--- src/rtl/acq_trigger_sequencer_if.sv ---
// Sample stream in, DMA capture enable and trigger address out.
// Master drives samples; slave is the trigger sequencer.
interface acq_trigger_sequencer_if #(
   parameter int DATA_WIDTH = 16,
   parameter int ADDR_WIDTH = 32
);
   logic                         in_data_valid;
   logic signed [DATA_WIDTH-1:0] in_data;
   logic [ADDR_WIDTH-1:0]        in_addr;
   logic                         capture_en;
   logic [ADDR_WIDTH-1:0]        trig_addr;

   modport master (
      output in_data_valid,
      output in_data,
      output in_addr,
      input  capture_en,
      input  trig_addr
   );

   modport slave (
      input  in_data_valid,
      input  in_data,
      input  in_addr,
      output capture_en,
      output trig_addr
   );
endinterface

--- src/rtl/acq_trigger_sequencer.sv ---
// Level-trigger acquisition sequencer: pretrig, armed, posttrig, done.
// Define TRIG_HOLDOFF_EN to add a re-arm holdoff input and state.
module acq_trigger_sequencer #(
   parameter int DATA_WIDTH = 16,
   parameter int ADDR_WIDTH = 32,
   parameter int CNT_WIDTH  = 16,
   parameter int HYST       = 10
) (
   input  logic                         clk,
   input  logic                         rst,
   input  logic                         start,
   input  logic                         stop,
   input  logic [1:0]                   mode,
   input  logic                         edge_sel,
   input  logic signed [DATA_WIDTH-1:0] trigger_level,
   input  logic [CNT_WIDTH-1:0]         pre_samples,
   input  logic [CNT_WIDTH-1:0]         post_samples,
   input  logic [CNT_WIDTH-1:0]         auto_timeout,
`ifdef TRIG_HOLDOFF_EN
   input  logic [CNT_WIDTH-1:0]         holdoff,
`endif
   acq_trigger_sequencer_if.slave       bus,
   output logic                         busy,
   output logic                         triggered,
   output logic                         forced,
   output logic                         done,
   output logic [2:0]                   state
);

   typedef enum logic [2:0] {
      IDLE     = 3'd0,
      PRETRIG  = 3'd1,
      ARMED    = 3'd2,
      POSTTRIG = 3'd3,
      DONE     = 3'd4
`ifdef TRIG_HOLDOFF_EN
      , HOLDOFF = 3'd5
`endif
   } state_e;

   localparam logic [CNT_WIDTH-1:0] ONE =
      CNT_WIDTH'(1);
   localparam logic signed [DATA_WIDTH:0] HYST_X =
      (DATA_WIDTH+1)'(HYST);

   state_e cur;
   state_e nxt;

   logic [1:0]                   mode_q;
   logic                         edge_q;
   logic signed [DATA_WIDTH-1:0] level_q;
   logic [CNT_WIDTH-1:0]         pre_q;
   logic [CNT_WIDTH-1:0]         post_q;
   logic [CNT_WIDTH-1:0]         to_q;

   logic [CNT_WIDTH-1:0] pre_cnt;
   logic [CNT_WIDTH-1:0] post_cnt;
   logic [CNT_WIDTH-1:0] to_cnt;
   logic [CNT_WIDTH-1:0] pre_inc;
   logic [CNT_WIDTH-1:0] post_inc;
   logic [CNT_WIDTH-1:0] to_inc;

`ifdef TRIG_HOLDOFF_EN
   logic [CNT_WIDTH-1:0] hold_q;
   logic [CNT_WIDTH-1:0] hold_cnt;
   logic [CNT_WIDTH-1:0] hold_inc;
   logic                 hold_hit;
`endif

   logic                  arm;
   logic [ADDR_WIDTH-1:0] trig_addr_q;

   logic vld;
   logic accept;
   logic is_auto;
   logic rearm;
   logic arm_hit;
   logic lvl_hit;
   logic to_hit;
   logic trig;
   logic pre_hit;
   logic post_hit;

   // One extra bit so level +/- HYST never wraps
   logic signed [DATA_WIDTH:0] smp_x;
   logic signed [DATA_WIDTH:0] lvl_x;
   logic signed [DATA_WIDTH:0] lo_thr;
   logic signed [DATA_WIDTH:0] hi_thr;

   assign smp_x  = {bus.in_data[DATA_WIDTH-1],
                    bus.in_data};
   assign lvl_x  = {level_q[DATA_WIDTH-1], level_q};
   assign lo_thr = lvl_x - HYST_X;
   assign hi_thr = lvl_x + HYST_X;

   assign vld     = bus.in_data_valid;
   assign accept  = (cur == IDLE) && start && !stop;
   assign is_auto = (mode_q == 2'd2);
   assign rearm   = (mode_q == 2'd1) || is_auto;

   assign pre_inc  = pre_cnt + ONE;
   assign post_inc = post_cnt + ONE;
   assign to_inc   = to_cnt + ONE;

   assign arm_hit = edge_q ? (smp_x > hi_thr)
                           : (smp_x < lo_thr);
   assign lvl_hit = arm &&
                    (edge_q ? (smp_x <= lvl_x)
                            : (smp_x >= lvl_x));
   assign to_hit  = is_auto && (to_q != '0) &&
                    (to_inc == to_q);
   assign trig    = (cur == ARMED) && vld &&
                    (lvl_hit || to_hit);

   assign pre_hit  = (pre_q == '0) ||
                     (vld && (pre_inc == pre_q));
   assign post_hit = (post_q == '0) ||
                     (vld && (post_inc == post_q));

`ifdef TRIG_HOLDOFF_EN
   assign hold_inc = hold_cnt + ONE;
   assign hold_hit = vld && (hold_inc == hold_q);
`endif

   always_ff @(posedge clk) begin
      if (rst) cur <= IDLE;
      else     cur <= nxt;
   end

   always_comb begin
      nxt = cur;
      case (cur)
         IDLE:     if (accept)   nxt = PRETRIG;
         PRETRIG:  if (pre_hit)  nxt = ARMED;
         ARMED:    if (trig)     nxt = POSTTRIG;
         POSTTRIG: if (post_hit) nxt = DONE;
         DONE: begin
            nxt = IDLE;
            if (rearm) nxt = PRETRIG;
`ifdef TRIG_HOLDOFF_EN
            if (rearm && hold_q != '0)
               nxt = HOLDOFF;
`endif
         end
`ifdef TRIG_HOLDOFF_EN
         HOLDOFF:  if (hold_hit) nxt = PRETRIG;
`endif
         default:  nxt = IDLE;
      endcase
      if (stop) nxt = IDLE;
   end

   always_ff @(posedge clk) begin
      if (rst) begin
         mode_q      <= '0;
         edge_q      <= 1'b0;
         level_q     <= '0;
         pre_q       <= '0;
         post_q      <= '0;
         to_q        <= '0;
         pre_cnt     <= '0;
         post_cnt    <= '0;
         to_cnt      <= '0;
         arm         <= 1'b0;
         trig_addr_q <= '0;
         triggered   <= 1'b0;
         forced      <= 1'b0;
`ifdef TRIG_HOLDOFF_EN
         hold_q      <= '0;
         hold_cnt    <= '0;
`endif
      end else begin
         triggered <= 1'b0;
         if (accept) begin
            mode_q  <= mode;
            edge_q  <= edge_sel;
            level_q <= trigger_level;
            pre_q   <= pre_samples;
            post_q  <= post_samples;
            to_q    <= auto_timeout;
            forced  <= 1'b0;
`ifdef TRIG_HOLDOFF_EN
            hold_q  <= holdoff;
`endif
         end
         // Every state change starts the counters afresh
         if (nxt != cur) begin
            pre_cnt  <= '0;
            post_cnt <= '0;
            to_cnt   <= '0;
            arm      <= 1'b0;
`ifdef TRIG_HOLDOFF_EN
            hold_cnt <= '0;
`endif
         end else if (vld) begin
            unique case (1'b1)
               (cur == PRETRIG):
                  pre_cnt <= pre_inc;
               (cur == ARMED): begin
                  to_cnt <= to_inc;
                  if (arm_hit) arm <= 1'b1;
               end
               (cur == POSTTRIG):
                  post_cnt <= post_inc;
`ifdef TRIG_HOLDOFF_EN
               (cur == HOLDOFF):
                  hold_cnt <= hold_inc;
`endif
               default: ;
            endcase
         end
         if (trig && !stop) begin
            trig_addr_q <= bus.in_addr;
            triggered   <= 1'b1;
            forced      <= to_hit && !lvl_hit;
         end
      end
   end

   assign bus.capture_en = (cur == PRETRIG) ||
                           (cur == ARMED) ||
                           (cur == POSTTRIG);
   assign bus.trig_addr  = trig_addr_q;
   assign busy           = (cur != IDLE);
   assign done           = (cur == DONE);
   assign state          = cur;

endmodule

--- src/flat_wrapper.sv ---
// flat-port wrapper written by rule: the top's interface ports become plain ports
module acq_trigger_sequencer_flat 
#(
   parameter int DATA_WIDTH = 16,
   parameter int ADDR_WIDTH = 32,
   parameter int CNT_WIDTH  = 16,
   parameter int HYST       = 10
)
  (clk, rst, start, stop, mode, edge_sel, trigger_level, pre_samples, post_samples, auto_timeout, busy, triggered, forced, done, state, bus_in_data_valid, bus_in_data, bus_in_addr, bus_capture_en, bus_trig_addr);
  acq_trigger_sequencer_if #(.DATA_WIDTH(DATA_WIDTH), .ADDR_WIDTH(ADDR_WIDTH)) bus_i ();
  input  logic clk;
  input  logic rst;
  input  logic start;
  input  logic stop;
  input  logic [1:0] mode;
  input  logic edge_sel;
  input  logic signed [DATA_WIDTH-1:0] trigger_level;
  input  logic [CNT_WIDTH-1:0] pre_samples;
  input  logic [CNT_WIDTH-1:0] post_samples;
  input  logic [CNT_WIDTH-1:0] auto_timeout;
  output logic busy;
  output logic triggered;
  output logic forced;
  output logic done;
  output logic [2:0] state;
  input wire logic [$bits(bus_i.in_data_valid)-1:0] bus_in_data_valid;
  input wire logic [$bits(bus_i.in_data)-1:0] bus_in_data;
  input wire logic [$bits(bus_i.in_addr)-1:0] bus_in_addr;
  output wire logic [$bits(bus_i.capture_en)-1:0] bus_capture_en;
  output wire logic [$bits(bus_i.trig_addr)-1:0] bus_trig_addr;
  assign bus_i.in_data_valid = bus_in_data_valid;
  assign bus_i.in_data = bus_in_data;
  assign bus_i.in_addr = bus_in_addr;
  assign bus_capture_en = bus_i.capture_en;
  assign bus_trig_addr = bus_i.trig_addr;
  acq_trigger_sequencer #(.DATA_WIDTH(DATA_WIDTH), .ADDR_WIDTH(ADDR_WIDTH), .CNT_WIDTH(CNT_WIDTH), .HYST(HYST)) u_core (.clk(clk), .rst(rst), .start(start), .stop(stop), .mode(mode), .edge_sel(edge_sel), .trigger_level(trigger_level), .pre_samples(pre_samples), .post_samples(post_samples), .auto_timeout(auto_timeout), .bus(bus_i), .busy(busy), .triggered(triggered), .forced(forced), .done(done), .state(state));
endmodule
--- config.mk ---
export PLATFORM = sky130hd
export DESIGN_NAME = acq_trigger_sequencer_flat
export DESIGN_NICKNAME = d
export VERILOG_FILES = /design/src/rtl/acq_trigger_sequencer_if.sv /design/src/rtl/acq_trigger_sequencer.sv /design/src/flat_wrapper.sv
export SDC_FILE = /design/constraint.sdc
export NUM_CORES = 1
export LEC_CHECK = 0
export ABC_CLOCK_PERIOD_IN_PS = 5200
export BUFFER_PORTS_ARGS = -buffer_cell sky130_fd_sc_hd__buf_4
export CAP_MARGIN = 20
export CORE_MARGIN = 4
export CORE_UTILIZATION = 40
export CTS_CLUSTER_DIAMETER = 150
export DETAILED_ROUTE_END_ITERATION = 7
export PLACE_DENSITY_LB_ADDON = 0.08
export SLEW_MARGIN = 15
export SYNTH_ARGS = -nofsm -noshare
export SYNTH_HDL_FRONTEND = slang
export SYNTH_SLANG_ARGS = --single-unit
--- constraint.sdc ---
create_clock -name clk -period 5.2 [get_ports clk]
set_clock_uncertainty 0.2 [all_clocks]
set_input_delay 0.52 -clock clk [delete_from_list [all_inputs] [get_ports clk]]
set_output_delay 0.52 -clock clk [all_outputs]
set_load 0.03 [all_outputs]
==> flow_metrics.env, run 1 <==
export IMPL_synth_seq_area_share_pct=29.7
export IMPL_worstSkewPairLatency_ns=0.44
export IMPL_synth_most_common_cell="nand2_1"
export IMPL_crit_arrival_ns=4.04
export IMPL_area_growth_pct=18.6
export IMPL_clock_sinks=153
export IMPL_grt_use_total_pct=20.1
export IMPL_synth_seq_cells=153
export IMPL_hp_class="primary input to register"
export IMPL_power_total_uw=2970
export IMPL_die_w_um=168
export IMPL_drt_total_wl_mm=28.5
export IMPL_rsz0062_at_grt="false"
export IMPL_maxSlewHeadroom_pct=46.3
export IMPL_min_path_cells=3
export IMPL_synth_commonest_cells="239 x nand2_1, 153 x dfxtp_1, 100 x xnor2_1"
export IMPL_drt_initial_drc_count=513
export IMPL_min_delay_start="bus_in_addr[21]"
export IMPL_worstMarginPinSlew_ns=0.803
export IMPL_synth_edf_count=0
export IMPL_drive_above_1_share_pct=16.5
export IMPL_syn_nets=1473
export IMPL_pin_count=160
export IMPL_core_sq_um=25300
export IMPL_die_y_um=168
export IMPL_power_density_nw_per_um2=243
export IMPL_async_flop_share_pct=0
export IMPL_final_max_slew_viol_count=0
export IMPL_whs_endpoint="u_core.bus.trig_addr[21]"
export IMPL_viasPerCell=5.44
export IMPL_r2r_start="u_core.to_cnt[0]"
export IMPL_antennaDiodeCount=0
export IMPL_crit_path_max_fanout=35
export IMPL_cts_root_buf="clkbuf_16"
export IMPL_grt_max_degree=68
export IMPL_nets=1563
export IMPL_ys_flop_type="dfxtp_1"
export IMPL_leakagePower_uw=0.00448
export IMPL_synth_area_per_cell_sq_um=7.93
export IMPL_max_freq_ghz=0.253
export IMPL_vdd_drop_max_mv=0.137
export IMPL_cts_hold_buf=0
export IMPL_grt_pass1_vias=9295
export IMPL_cts_tree="done"
export IMPL_num_vias=9421
export IMPL_setup_viol=0
export IMPL_critPathSlowestCell="dfxtp_1"
export IMPL_dp_hpwl_mm=20.9
export IMPL_yosys_top_cells_area="dfxtp_1 30%, nand2_1 8.7%, xnor2_1 8.5%, mux2i_1 8.0%, ha_1 6.4%"
export IMPL_fp_row_count=58
export IMPL_ctsHtreeMaxLevel=4
export IMPL_grt_overflow_total=0
export IMPL_ys_types=70
export IMPL_yosysTopAreaCellShare_pct=29.7
export IMPL_hold_violations=0
export IMPL_post_cts_buffers=0
export IMPL_period_share_pct=75.9
export IMPL_cp_cell_sequence="ha_1, nand4_1, nor3_1, xnor2_1, a211oi_1, nand4_1, a211oi_4, buf_4, mux2i_1, nor2_1"
export IMPL_antenna_found_initial=0
export IMPL_netlist_instances=1300
export IMPL_post_route_min_period_ns=3.95
export IMPL_dr_pass1_iters=5
export IMPL_hold_slack_ns=0.114
export IMPL_clk_pin_slew_ns=0.07
export IMPL_cts_resized=0
export IMPL_numCtsBuffers=17
export IMPL_port_buffers=159
export IMPL_worst_setup_path_type="register to register"
export IMPL_cp_end_kind="register"
export IMPL_cp_start_kind="register"
export IMPL_cts_buffer_depth=2
export IMPL_die_area_sq_um=28400
export IMPL_cp_top_family="simple AND/OR/NAND/NOR gates"
export IMPL_status="completed"
export IMPL_worstPathRequired_ns=5.30
export IMPL_finalSetupTns_ns=0
export IMPL_gp_congestion=0.880
export IMPL_r2r_end="u_core.bus.trig_addr[10]"
export IMPL_wire_per_inst_um=16.4
export IMPL_final_util_pct=48.4
export IMPL_cp_buffers_inverters=1
export IMPL_r2r_cells=10
export IMPL_slowest_delay_ns=0.54
export IMPL_synth_area_leader_cell="dfxtp_1"
export IMPL_yosysWarningCount=0
export IMPL_start_util_pct=40.8
export IMPL_grt_pass1_wl_mm=47.6
export IMPL_syn_area_sq_um=10300
export IMPL_rrSetupSlack_ns=1.25
export IMPL_max_cap_violations=0
export IMPL_timing_critical_path_mode_cell="nand4_1"
export IMPL_drc=0
export IMPL_ant_nets=0
==> cell type report <==
class | count | area, sq um
Sequential cell | 153 | 3060
Multi-Input combinational cell | 1016 | 6700
Clock inverter | 13 | 160
Fill cell | 2542 | 13000
Timing Repair Buffer | 172 | 1320
Inverter | 30 | 113
Clock buffer | 19 | 443
Tap cell | 330 | 413
==> sequential cells by signal, summed over array words and instances, names as in the netlist, 16 cells and up <==
signal and flops:
u_core.bus.trig_addr 32, u_core.level_q 16, u_core.post_cnt 16, u_core.post_q 16, u_core.pre_cnt 16, u_core.pre_q 16
u_core.to_cnt 16, u_core.to_q 16
==> per-layer routing <==
metal / vias to the layer above / part of all wire [%] / wire (um) / track usage, %
met3: 29 / 6.6 / 1890 / 5.04
met2: 256 / 44 / 12600 / 30.9
met1: 4370 / 48 / 13600 / 28.2
met4: 0 / 1.2 / 353 / 5.36
met5: - / 0 / 0 / 0
li1: 4766 / - / - / -
==> how the worst max path moves through the flow <==
stage	from	endpoint	slack, ns	depth (start not counted)
after detailed placement	u_core.to_cnt[0]	u_core.bus.trig_addr[10]	1.25	10
final	u_core.to_cnt[0]	u_core.bus.trig_addr[10]	1.25	10
after floorplan	u_core.level_q[7]	u_core.arm	2.02	14
after global placement	u_core.to_cnt[0]	u_core.bus.trig_addr[27]	1.26	10
after CTS	u_core.to_cnt[0]	u_core.bus.trig_addr[10]	1.25	10
after global routing	u_core.to_cnt[0]	u_core.bus.trig_addr[26]	0.90	10
==> kinds of logic (layout without fill, tap and decap cells) <==
logic type / count (synthesis) / after routing / share of synthesized area (%)
and+or+nand+nor: 523 / 523 / 24.0
buffers and inverters: 131 / 234 / 5.55
AOI/OAI and AO/OA: 230 / 230 / 15.4
muxes: 82 / 82 / 7.97
xor gates and xnor gates: 128 / 128 / 10.9
DFF: 153 / 153 / 29.7
adders and majority gates: 53 / 53 / 6.44
==> through the flow <==
step | area (sq um) | instances | setup WS [ns]
floorplan | 10300 | 1300 | 2.02
global placement | 11600 | 1700 | 1.26
detailed placement | 11600 | 1700 | 1.25
CTS | 12200 | 1732 | 1.25
global route | 12200 | 1733 | 0.900
finish | 12200 | 1733 | 1.25
==> tightest hold or removal path, stage by stage <==
cell,delay (ns)
buf_4,0.07
mux2i_1,0.05
nor2_1,0.07
==> where the power goes <==
group | switching [uW] | internal [uW] | total (uW)
clock | 558 | 735 | 1290
combinational | 235 | 203 | 438
sequential | 36.9 | 1200 | 1230
==> cells in the final DEF (no fill, tap or decap), types with 24 or more instances in the layout <==
cell / n
xor2_1: 28
dfxtp_1: 153
nor2_1: 80
nand2_1: 239
nand4_1: 38
xnor2_1: 100
buf_4: 170
a21oi_1: 88
ha_1: 53
o211ai_1: 44
nor4_1: 24
inv_1: 30
mux2i_1: 82
nor3_1: 27
nand3_1: 38
Power figures use the tool's default switching activity.
==> inputs of run 2 (changes only) <==
Settings changed: ABC_CLOCK_PERIOD_IN_PS 5200 to 3350.
Clock period 5.2 ns to 3.35 ns, I/O delays scaled along.
==> flow_metrics.env, run 2 (synthesis gave the netlist of run 1 again) <==
export IMPL_period_share_pct=95.2
export IMPL_min_delay_start="post_samples[15]"
export IMPL_fp_row_count=58
export IMPL_top_usage_layer="met2"
export IMPL_worstMarginPinSlew_ns=0.808
export IMPL_worstPathRequired_ns=3.45
export IMPL_start_util_pct=40.8
export IMPL_worstSkewPairLatency_ns=0.43
export IMPL_drc=0
export IMPL_viasPerCell=5.26
export IMPL_antenna_found_initial=0
export IMPL_cts_root_buf="clkbuf_16"
export IMPL_final_cell_mix="239 x nand2_1, 227 x buf_4, 147 x dfxtp_1, 100 x xnor2_1, 98 x dlygate4sd3_1"
export IMPL_grt_max_degree=68
export IMPL_antennaDiodeCount=0
export IMPL_grt_use_total_pct=21.4
export IMPL_drive_above_1_share_pct=20.0
export IMPL_clock_sinks=153
export IMPL_ctsHtreeMaxLevel=4
export IMPL_gp_congestion=0.886
export IMPL_hp_class="primary input to register"
export IMPL_r2r_start="u_core.post_cnt[5]"
export IMPL_nets=1723
export IMPL_drt_total_wl_mm=31.1
export IMPL_area_growth_pct=33.8
export IMPL_die_y_um=168
export IMPL_setup_viol=0
export IMPL_max_cap_violations=0
export IMPL_worst_setup_path_type="register to register"
export IMPL_maxSlewHeadroom_pct=46.1
export IMPL_whs_endpoint="u_core.post_q[15]"
export IMPL_post_route_min_period_ns=3.19
export IMPL_hold_slack_ns=0.0303
export IMPL_fill_cells=2354
export IMPL_r2r_end="u_core.to_cnt[2]"
export IMPL_rrSetupSlack_ns=0.16
export IMPL_drt_initial_drc_count=513
export IMPL_grt_pass1_vias=9873
export IMPL_cts_buffer_depth=2
export IMPL_final_max_slew_viol_count=0
export IMPL_vdd_drop_max_mv=0.245
export IMPL_final_cell_count_no_fill=1892
export IMPL_power_density_nw_per_um2=339
export IMPL_die_area_sq_um=28400
export IMPL_grt_pass1_wl_mm=50.7
export IMPL_r2r_cells=9
export IMPL_hold_violations=0
export IMPL_port_buffers=159
export IMPL_cp_end_kind="register"
export IMPL_clk_pin_slew_ns=0.06
export IMPL_pin_count=160
export IMPL_grtUsageMet2_pct=36.0
export IMPL_leakagePower_uw=0.00522
export IMPL_num_vias=9957
export IMPL_status="completed"
export IMPL_largest_reg_flops=32
export IMPL_cp_start_kind="register"
export IMPL_crit_arrival_ns=3.29
export IMPL_max_freq_ghz=0.313
export IMPL_grt_overflow_total=0
export IMPL_cts_tree="done"
export IMPL_dr_pass1_iters=5
export IMPL_gr_usage_met1_pct=28.8
export IMPL_grtUsageMet3_pct=3.64
export IMPL_post_place_cells=1757
export IMPL_numCtsBuffers=17
export IMPL_ant_nets=0
export IMPL_die_w_um=168
export IMPL_dp_hpwl_mm=21.6
export IMPL_layout_commonest_cell="nand2_1"
export IMPL_wire_per_inst_um=16.4
export IMPL_min_path_cells=3
export IMPL_core_sq_um=25300
export IMPL_crit_path_max_fanout=13
==> run 2: changes by cell type in the layout (fill, tap and decap cells not counted), sizes merged <==
cell / delta
dlygate4sd3: +98
buf: +61
clkinv: -2
clkinvlp: +2
bufinv: -1
inv: +1
==> run 2: how the worst max path moves through the flow <==
stage	from	slack, ns	endpoint	cells after the start
final	u_core.post_cnt[5]	0.16	u_core.to_cnt[2]	9
after global routing	u_core.level_q[6]	-0.02	u_core.bus.trig_addr[16]	12
after CTS	u_core.level_q[1]	0.06	u_core.arm	14
after detailed placement	u_core.level_q[1]	0.08	u_core.arm	14
after global placement	u_core.level_q[7]	0.11	u_core.arm	12
after floorplan	u_core.level_q[7]	0.17	u_core.arm	14
==> run 2: report_power, final <==
group	leakage, uW	internal, uW	switching (uW)
sequential	0.00124	1860	44.9
clock	0.000274	1060	876
combinational	0.00370	419	416
total	0.00522	3340	1340
==> run 2: critical path, stage by stage (launching register included) <==
cell,delay (ns)
dfxtp_1,0.42
and4_1,0.41
nand3_4,0.12
or3_1,0.37
o211a_1,0.24
or4_1,0.53
and4b_2,0.27
buf_4,0.21
o211ai_1,0.19
mux2i_1,0.10
==> run 2: per-stage QoR <==
stage	worst slack (ns)	total power (uW)	setup TNS, ns	utilization, %	instance area [sq um]
after floorplan	0.167	2380	0	-	10300
after global placement	0.115	2670	0	47.8	12100
after detailed placement	0.0820	2670	0	47.8	12100
after CTS	0.0571	4700	0	54.0	13600
after global routing	-0.0210	4890	-0.0242	54.6	13800
final	0.160	4680	0	54.6	13800
==> run 2: layout make-up <==
cell class / count / area (sq um) / area share (%)
clock buffers: 18 / 439 / 3.19
repair buffers: 332 / 2830 / 20.5
clock inverters: 13 / 136 / 0.989
inverters: 30 / 113 / 0.817
flip-flops and latches: 153 / 3070 / 22.3
multi-input cells: 1016 / 6790 / 49.2
well taps: 330 / 413 / 2.99
==> run 2: routing by layer <==
| metal | up-vias | routed length [um] |
|---|---|---|
| met5 | - | 0 |
| met4 | 0 | 443 |
| met3 | 30 | 1400 |
| met2 | 228 | 14200 |
| met1 | 4597 | 15000 |
| li1 | 5102 | - |
==> run 2: what timing repair did <==
item / in CTS / in global routing
endpoints found under the setup margin: 0 / 83
resized for setup: 0 / 23
setup buffers: 0 / 5
hold endpoints to repair: 98 / 0
hold buffers: 98 / 0
